===== src/rtl/lift_pkg.sv =====
// Shared definitions for the lift request path: default sizing, the floor
// index type and the door sequencing states.
package lift_pkg;

  localparam int LIFT_NUM_FLOORS  = 8;
  localparam int LIFT_FLOOR_W     = $clog2(LIFT_NUM_FLOORS);
  localparam int LIFT_DOOR_CYCLES = 4;

  typedef logic [LIFT_FLOOR_W-1:0] floor_t;

  typedef enum logic [1:0] {
    ST_RUN   = 2'd0,
    ST_DOOR  = 2'd1,
    ST_CLOSE = 2'd2
  } door_state_t;

endpackage


===== src/rtl/floor_request_queue_req_extremes.sv =====
// Highest / lowest pending floor over the request vector. With no pending
// requests both outputs fall back to the current floor so the lift holds.
module req_extremes
  import lift_pkg::*;
#(
  parameter int NUM_FLOORS = LIFT_NUM_FLOORS,
  parameter int FLOOR_W    = LIFT_FLOOR_W
) (
  input  logic [NUM_FLOORS-1:0] requests,
  input  logic [FLOOR_W-1:0]    current_floor,
  output logic [FLOOR_W-1:0]    max_request,
  output logic [FLOOR_W-1:0]    min_request
);

  // upward scan: the last set bit seen is the highest pending floor
  always_comb begin
    max_request = current_floor;
    for (int i = 0; i < NUM_FLOORS; i++) begin
      if (requests[i]) max_request = FLOOR_W'(i);
    end
  end

  // downward scan: the last set bit seen is the lowest pending floor
  always_comb begin
    min_request = current_floor;
    for (int i = NUM_FLOORS - 1; i >= 0; i--) begin
      if (requests[i]) min_request = FLOOR_W'(i);
    end
  end

endmodule


===== src/rtl/floor_request_queue.sv =====
// Floor request queue: latches button presses, derives request extremes,
// runs the door cycle on arrival at a requested floor and gates lift_en.
// Optional feature macro: FLR_REQ_DOOR_REOPEN_EN (a press on the current
// floor during the door cycle reopens / extends the door).
//
// state    | meaning
// ---------+----------------------------------------------------------
// ST_RUN   | lift may move; waiting to arrive on a requested floor
// ST_DOOR  | door_open high, counting down the open time
// ST_CLOSE | one cycle with the door closed before the lift may move
module floor_request_queue
  import lift_pkg::*;
#(
  parameter int NUM_FLOORS  = LIFT_NUM_FLOORS,
  parameter int FLOOR_W     = LIFT_FLOOR_W,
  parameter int DOOR_CYCLES = LIFT_DOOR_CYCLES
) (
  input  logic                  clk,
  input  logic                  reset_n,
  input  logic [NUM_FLOORS-1:0] btn,
  input  logic [FLOOR_W-1:0]    current_floor,
  output logic [NUM_FLOORS-1:0] requests,
  output logic [FLOOR_W-1:0]    max_request,
  output logic [FLOOR_W-1:0]    min_request,
  output logic                  lift_en,
  output logic                  door_open
);

  localparam int CNT_W = (DOOR_CYCLES > 1) ? $clog2(DOOR_CYCLES) : 1;
  localparam logic [CNT_W-1:0] CNT_LOAD = CNT_W'(DOOR_CYCLES - 1);

  logic [NUM_FLOORS-1:0] btn_q;
  logic [NUM_FLOORS-1:0] rise;
  logic [NUM_FLOORS-1:0] floor_sel;
  logic [NUM_FLOORS-1:0] req_next;
  logic                  arrive;
  door_state_t           state;
  logic [CNT_W-1:0]      cnt;
`ifdef FLR_REQ_DOOR_REOPEN_EN
  logic                  rise_here;
`endif

  // one-hot decode of the current floor; out-of-range floors select nothing
  always_comb begin
    floor_sel = '0;
    for (int f = 0; f < NUM_FLOORS; f++) begin
      if (current_floor == FLOOR_W'(f)) floor_sel[f] = 1'b1;
    end
  end

  assign rise    = btn & ~btn_q;
  assign arrive  = |(requests & floor_sel);
  assign lift_en = (state == ST_RUN) & ~arrive;
`ifdef FLR_REQ_DOOR_REOPEN_EN
  assign rise_here = |(rise & floor_sel);
`endif

  // next request vector: latch all rises, but the current floor's bit is
  // cleared when served and presses on it are dropped while the door cycles
  always_comb begin
    req_next = requests | rise;
    if ((state != ST_RUN) || arrive) req_next = req_next & ~floor_sel;
  end

  // button edge-detect history
  always_ff @(posedge clk or negedge reset_n) begin
    if (!reset_n) btn_q <= '0;
    else          btn_q <= btn;
  end

  // pending request register
  always_ff @(posedge clk or negedge reset_n) begin
    if (!reset_n) requests <= '0;
    else          requests <= req_next;
  end

  // door sequencing FSM with registered door_open and down-counter
  always_ff @(posedge clk or negedge reset_n) begin
    if (!reset_n) begin
      state     <= ST_RUN;
      door_open <= 1'b0;
      cnt       <= '0;
    end else begin
      case (state)
        ST_RUN: begin
          if (arrive) begin
            state     <= ST_DOOR;
            door_open <= 1'b1;
            cnt       <= CNT_LOAD;
          end
        end
        ST_DOOR: begin
`ifdef FLR_REQ_DOOR_REOPEN_EN
          if (rise_here) begin
            door_open <= 1'b1;
            cnt       <= CNT_LOAD;
          end else
`endif
          if (cnt == '0) begin
            state     <= ST_CLOSE;
            door_open <= 1'b0;
          end else begin
            cnt <= cnt - 1'b1;
          end
        end
        ST_CLOSE: begin
`ifdef FLR_REQ_DOOR_REOPEN_EN
          if (rise_here) begin
            state     <= ST_DOOR;
            door_open <= 1'b1;
            cnt       <= CNT_LOAD;
          end else
`endif
          state <= ST_RUN;
        end
        default: begin
          state     <= ST_RUN;
          door_open <= 1'b0;
          cnt       <= '0;
        end
      endcase
    end
  end

  req_extremes #(
    .NUM_FLOORS (NUM_FLOORS),
    .FLOOR_W    (FLOOR_W)
  ) u_extremes (
    .requests      (requests),
    .current_floor (current_floor),
    .max_request   (max_request),
    .min_request   (min_request)
  );

endmodule


===== config.mk =====
export PLATFORM = sky130hd
export DESIGN_NAME = floor_request_queue
export DESIGN_NICKNAME = d
export VERILOG_FILES = /design/src/rtl/lift_pkg.sv /design/src/rtl/floor_request_queue_req_extremes.sv /design/src/rtl/floor_request_queue.sv
export SDC_FILE = /design/constraint.sdc
export NUM_CORES = 1
export LEC_CHECK = 0
export CORE_MARGIN = 3
export CORE_UTILIZATION = 50
export DETAILED_ROUTE_END_ITERATION = 8
export PLACE_DENSITY = 0.89
export SYNTH_ARGS = -nofsm -noshare
export SYNTH_HDL_FRONTEND = slang
export SYNTH_SLANG_ARGS = --single-unit

===== constraint.sdc =====
create_clock -name clk -period 3.9 [get_ports clk]
set_input_delay 1.17 -clock clk [delete_from_list [all_inputs] [get_ports clk]]
set_output_delay 1.17 -clock clk [all_outputs]
set_load 0.01 [all_outputs]

==> flow_summary.yaml, run 1 <==
route:
  vias_per_cell: 5.58
  vias: 977
  antenna_left: 0
  routedWlPerCell_um: 15.3
  drc_errors: 0
  drtIter0Drc: 32
  routed_wl_um: 2670
  drtPass1Iterations: 4
run_status:
  outcome: "complete, no violations"
timing:
  setup_slack_ns: 0.0504
  skew_ns: 0.000279
  max_freq_mhz: 260
  fin_setup_tns_ns: 0
  rsz0062_at_grt: "no"
  timing.final.crit_share: 0.987
  slew_headroom: 0.401
  holdWs_ns: 0.505
  tightest_slew_ns: 0.896
  period_needed_ns: 3.85
  setup_viol: 0
  slew_violations: 0
  hold_viol_final: 0
setup_path:
  criticalPathCategory: "in -> out"
  path_cells: "clkdlybuf4s50_1 > buf_4 > buf_4 > o21a_1 > clkdlybuf4s50_1"
  cp-start-kind: "input port"
  crit_fanout: 8
  crit_required_ns: 2.73
  cp_slowest_cell: "clkdlybuf4s50_1"
  worstPathArrival_ns: 2.68
  cp.depth: 5
  cp-startpoint: "current_floor[2]"
  r2r-start: "state[1]"
  critPathMaxStageDelay_ns: 0.54
  cp.buffers_inverters: 4
  r2r_slack_ns: 2.10
  reg2reg_to: "door_open"
  endpoint_kind: "output pin"
  reg2reg_depth: 5
  crit_family: "buffers and inverters"
global_route:
  grt.overflow.total: 0
  antenna_found_initial: 0
  grt_pass1_vias: 986
  grt_max_degree: 22
  grt_pass1_wl_um: 4440
  grtUsageTotal: 0.222
clock_tree:
  clockBufferDepth: 2
  cts.clk_slew.worst_paths_ns: 0.12
  cts_buffers: 3
  cts.sinks: 21
  htree_levels: 1
  hold_buffers: 0
  cts_tree: "done"
  root_buffer: "clkbuf_4"
  clock_latency_ns: 0.30
pwr:
  irDropWorstVdd_mv: 0.425
  leakage_nw: 0.648
  switchingPower_mw: 0.275
  swShare: 0.377
  power_density_mw_per_mm2: 496
  clkPwrFrac: 0.146
  seq_power_share: 0.442
  p_comb_frac: 0.412
  p_int_mw: 0.455
  total_power_mw: 0.730
final_layout:
  post-route-util: 0.735
  final_nets: 163
  diodes: 0
  drive_gt1_frac: 0.115
  design_area_mm2: 0.00147
  area_growth_pct: 36.1
  final_cells: 175
synthesis:
  synth_edf_count: 0
  synth-seq-cells: 21
  synth_ff_type: "dfrtp_1"
  ys_warn_count: 0
  synthCells: 110
  synth_area_mm2: 0.00108
  ys_async_sr_fraction: 1.00
  avgSynthCellArea_um2: 9.83
  synth_nets: 124
  seq_area_frac_synth: 0.486
  synth_top_cell_area_share: 0.486
  synth_cell_types: 37
  yosys.area.top_type: "dfrtp_1"
  synth_area_leaders: "dfrtp_1 49%, nor2_1 4.9%, a21oi_1 3.7%"
min_path:
  min_from: "btn_q[6]"
  min_to: "requests[6]"
  hold_depth: 2
  hp-class: "reg -> reg"
placement:
  post-place-ws_ns: -0.366
  port_buffers: 28
  dp_hpwl_um: 2060
  placed_area_mm2: 0.00145
  dp.cells: 171
  gp_congestion: 0.911
floorplan:
  die_y_um: 52.5
  ios: 29
  initial_core_util: 0.540
  core_mm2: 0.00200
  dieArea_mm2: 0.00276
  die_w_um: 52.5
  rows: 16
run:
  drv_cap: 0
[cells in the final DEF (no fill, tap or decap), types with 2 or more instances in the layout]
cell,n
clkdlybuf4s50_1,22
buf_4,12
nor4_1,2
nor2_1,14
o21bai_1,2
a211oi_1,2
nor2b_1,4
a21oi_1,8
inv_1,10
o32a_1,2
mux2i_1,2
o31ai_1,2
o2111ai_1,2
dlygate4sd2_1,4
dfrtp_1,21
o21a_1,3
clkbuf_4,3
o21ai_0,4
nand2_1,4
nand2b_1,4
[cell type report]
| class | instances | area, um2 |
|---|---|---|
| Inverter | 10 | 37.5 |
| Sequential cell | 21 | 526 |
| Multi-Input combinational cell | 73 | 485 |
| Clock buffer | 4 | 26.3 |
| Tap cell | 27 | 33.8 |
| Fill cell | 157 | 531 |
| Timing Repair Buffer | 40 | 363 |
[worst reg2reg max path, delay by kind of cell (launching register included)]
kind,cells,cell delay (ns)
AO/OA/AOI/OAI,3,0.64
flip-flops,1,0.48
AND/OR/NAND/NOR,1,0.37
buffers and inverters,1,0.20
[worst max path at each step]
stage,endpoint,slack (ns)
6_report,min_request[2],0.05
5_1_grt,min_request[2],0.004
4_1_cts,lift_en,0.005
3_5_place_dp,lift_en,-0.37
3_3_place_gp,lift_en,-0.31
2_1_floorplan,lift_en,0.63
[routing by layer]
layer | global-route usage | wire length [um]
met5 | 0 | 0
met4 | 0.119 | 46
met3 | 0.0427 | 197
met2 | 0.370 | 1340
met1 | 0.267 | 1090
[sequential cells by signal (all words and copies together), names as in the netlist]
signal and cells:
cnt 2, door_open 1, btn_q 8, requests 8, state 2
[cells by family (layout without fill, tap and decap cells)]
kind of cell,count (synthesis),after routing,synth area share
AO/OA/AOI/OAI,37,37,0.266
flip-flops,21,21,0.486
XOR/XNOR,1,1,0.00810
multiplexers,2,2,0.0185
adder cells (fa/ha/maj),1,1,0.0116
AND/OR/NAND/NOR,32,32,0.145
buffers and inverters,16,54,0.0648
[cell usage after synthesis (2+ instances only)]
| cell type | n |
|---|---|
| nand2b_1 | 4 |
| o21ai_0 | 4 |
| nor2_1 | 14 |
| nor4_1 | 2 |
| a21oi_1 | 8 |
| o21a_1 | 3 |
| a211oi_1 | 2 |
| nand2_1 | 4 |
| dfrtp_1 | 21 |
| inv_1 | 10 |
| o31ai_1 | 2 |
| o32a_1 | 2 |
| o21bai_1 | 2 |
| buf_2 | 2 |
| o2111ai_1 | 2 |
| clkbuf_1 | 3 |
| nor2b_1 | 4 |
| mux2i_1 | 2 |
[what timing repair did]
item / in CTS / in global routing
cloned: 0 / 0
buffers inserted: 0 / 0
setup endpoints to repair: 5 / 1
resized for setup: 6 / 2
[power by group through the flow]
stage	registers (mW)	clock network (mW)	logic (mW)
2_1_floorplan	0.315	0	0.188
3_3_place_gp	0.323	0	0.291
3_5_place_dp	0.325	0	0.310
4_1_cts	0.321	0.108	0.305
5_1_grt	0.331	0.117	0.332
6_report	0.323	0.106	0.301
Power figures use the tool's default switching activity.
==> inputs of run 2 (changes only) <==
- CTS_CLUSTER_DIAMETER: not set -> 80
==> results of run 2 <==
The final DEF is identical to that of run 1; final timing and power are the same.
==> inputs of run 3 (changes only) <==
- ABC_AREA: not set -> 1
- CORE_UTILIZATION: 50 -> 48
- PLACE_DENSITY: 0.89 -> 0.85
- clock period: 3.9 -> 3.8 ns (I/O delays scaled with it)
==> flow_summary.yaml, run 3 <==
timing:
  slew_headroom: 0.360
  fin_setup_tns_ns: 0
  slew_violations: 0
  period_needed_ns: 3.67
  setup_viol: 0
  holdWs_ns: 0.502
  tightest_slew_ns: 0.957
  hold_viol_final: 0
  skew_ns: 0.00377
  rsz0062_at_grt: "no"
  timing.final.crit_share: 0.966
  max_freq_mhz: 272
synthesis:
  avgSynthCellArea_um2: 8.21
  synth_ff_type: "dfrtp_1"
  synth_area_mm2: 0.00116
  ys_async_sr_fraction: 1.00
  synth_area_leaders: "dfrtp_1 45%, inv_1 8.4%, nand2_1 6.8%"
  synth_nets: 155
  synthCells: 141
  synth_top_cell_area_share: 0.454
  synth-seq-cells: 21
  synth_edf_count: 0
  yosys.area.top_type: "dfrtp_1"
  seq_area_frac_synth: 0.454
  synth.most_common_cell: "inv_1"
  synth_commonest_cells: "26 x inv_1, 21 x dfrtp_1, 21 x nand2_1"
  synth_cell_types: 19
  ys_warn_count: 0
final_layout:
  final_nets: 195
  fillers: 208
  reg.largest.list: "btn_q (8), requests (8)"
  post-route-util: 0.680
  area_growth_pct: 32.5
  layout.cells.most_common: "inv_1"
  diodes: 0
  multi_input_area_um2: 465
  design_area_mm2: 0.00153
  regArea_um2: 526
  drive_gt1_frac: 0.194
  most-common-layout-cells: "26 x inv_1, 23 x clkdlybuf4s50_1, 21 x nand2_1, 21 x dfrtp_1, 15 x a21oi_1"
floorplan:
  die_y_um: 55.1
  core_mm2: 0.00225
  rows: 17
  dieArea_mm2: 0.00304
  initial_core_util: 0.513
  ios: 29
  die_w_um: 55.1
global_route:
  grt.overflow.total: 0
  grt_pass1_vias: 1055
  grt_pass1_wl_um: 4290
  grt_max_degree: 22
  antenna_found_initial: 0
  grtUsageTotal: 0.201
setup_path:
  crit_family: "buffers and inverters"
  cp_slowest_cell: "clkdlybuf4s50_1"
  cp-start-kind: "input port"
  criticalPathCategory: "in -> out"
  reg2reg_depth: 7
  worstPathArrival_ns: 2.53
  critPathMaxStageDelay_ns: 0.47
  r2r-start: "state[0]"
  crit_fanout: 10
  endpoint_kind: "output pin"
  cp.buffers_inverters: 4
  r2r_slack_ns: 2.44
  path_cells: "clkdlybuf4s50_1 > buf_6 > inv_4 > o21ai_1 > a21oi_1 > o21ai_1 > nand2_1 > nand2_1 > dlygate4sd2_1"
  reg2reg_to: "door_open"
  crit_required_ns: 2.66
placement:
  placed_area_mm2: 0.00151
  port_buffers: 28
  dp_hpwl_um: 2010
  gp_congestion: 0.858
route:
  routed_wl_um: 2690
  drtIter0Drc: 24
  vias_per_cell: 5.15
  antenna_left: 0
  drc_errors: 0
  routedWlPerCell_um: 12.9
  vias: 1071
  drtPass1Iterations: 4
clock_tree:
  clock_latency_ns: 0.31
  root_buffer: "clkbuf_4"
  clockBufferDepth: 2
  cts_buffers: 3
  cts.sinks: 21
  cts_tree: "done"
  cts.clk_slew.worst_paths_ns: 0.11
  cts_setup_buffers: 0
  htree_levels: 1
pwr:
  seq_power_share: 0.405
  power_density_mw_per_mm2: 529
  p_comb_frac: 0.457
  irDropWorstVdd_mv: 0.302
  p_int_mw: 0.486
  clkPwrFrac: 0.138
  swShare: 0.401
  leakage_nw: 0.763
  total_power_mw: 0.811
  switchingPower_mw: 0.325
run_status:
  outcome: "complete, no violations"
min_path:
  hold_depth: 2
  min_to: "cnt[1]"
  min_from: "cnt[1]"
  hp-class: "reg -> reg"
run:
  drv_cap: 0
-- run 3: area by class of cell --
type	instances	area share
Timing Repair Buffer	39	0.235
Clock buffer	4	0.0171
Tap cell	28	0.0228
Multi-Input combinational cell	85	0.303
Sequential cell	21	0.343
Inverter	31	0.0791
-- run 3: through the flow --
step	setup WS [ns]	instances
after floorplan	0.798	141
after global placement	-0.164	204
after detailed placement	-0.175	204
after CTS	0.120	208
after global routing	0.0234	208
final	0.130	208
-- run 3: worst max-delay path by stage --
stage | from | end | slack, ns | cells past startpoint
after global placement | current_floor[0] | max_request[0] | -0.16 | 9
final | current_floor[0] | max_request[0] | 0.13 | 9
after floorplan | current_floor[2] | lift_en | 0.80 | 8
after global routing | current_floor[0] | max_request[0] | 0.02 | 9
after detailed placement | current_floor[1] | lift_en | -0.18 | 8
after CTS | current_floor[0] | max_request[0] | 0.12 | 9
-- run 3: power by group through the flow --
stage / logic, mW / registers (mW) / clock network (mW)
4_1_cts: 0.376 / 0.328 / 0.115
3_5_place_dp: 0.382 / 0.333 / 0
5_1_grt: 0.423 / 0.335 / 0.121
6_report: 0.371 / 0.328 / 0.112
3_3_place_gp: 0.365 / 0.330 / 0
2_1_floorplan: 0.233 / 0.332 / 0
-- run 3: worst min-delay path: stages (launching register included) --
cell	delay, ns
dfrtp_1	0.37
nand2_1	0.06
nand2_1	0.05
-- run 3: kinds of logic after synthesis --
family | share of synthesized area
simple gates | 0.229
buf+inv | 0.144
compound gates | 0.162
flops | 0.454
fa+ha+maj | 0.0108
-- run 3: repair_timing --
item | CTS | global route
endpoints found under the setup margin | 5 | 0
endpoints found under the hold margin | 0 | 0
resized for setup | 6 | 0
hold buffers | 0 | 0
-- run 3: metal layers --
| layer | GRT usage | up-vias | wire length [um] |
|---|---|---|---|
| li1 | - | 527 | - |
| met1 | 0.229 | 509 | 1160 |
| met2 | 0.348 | 29 | 1320 |
| met3 | 0.0349 | 6 | 144 |
| met4 | 0.121 | 0 | 55 |
| met5 | 0 | - | 0 |
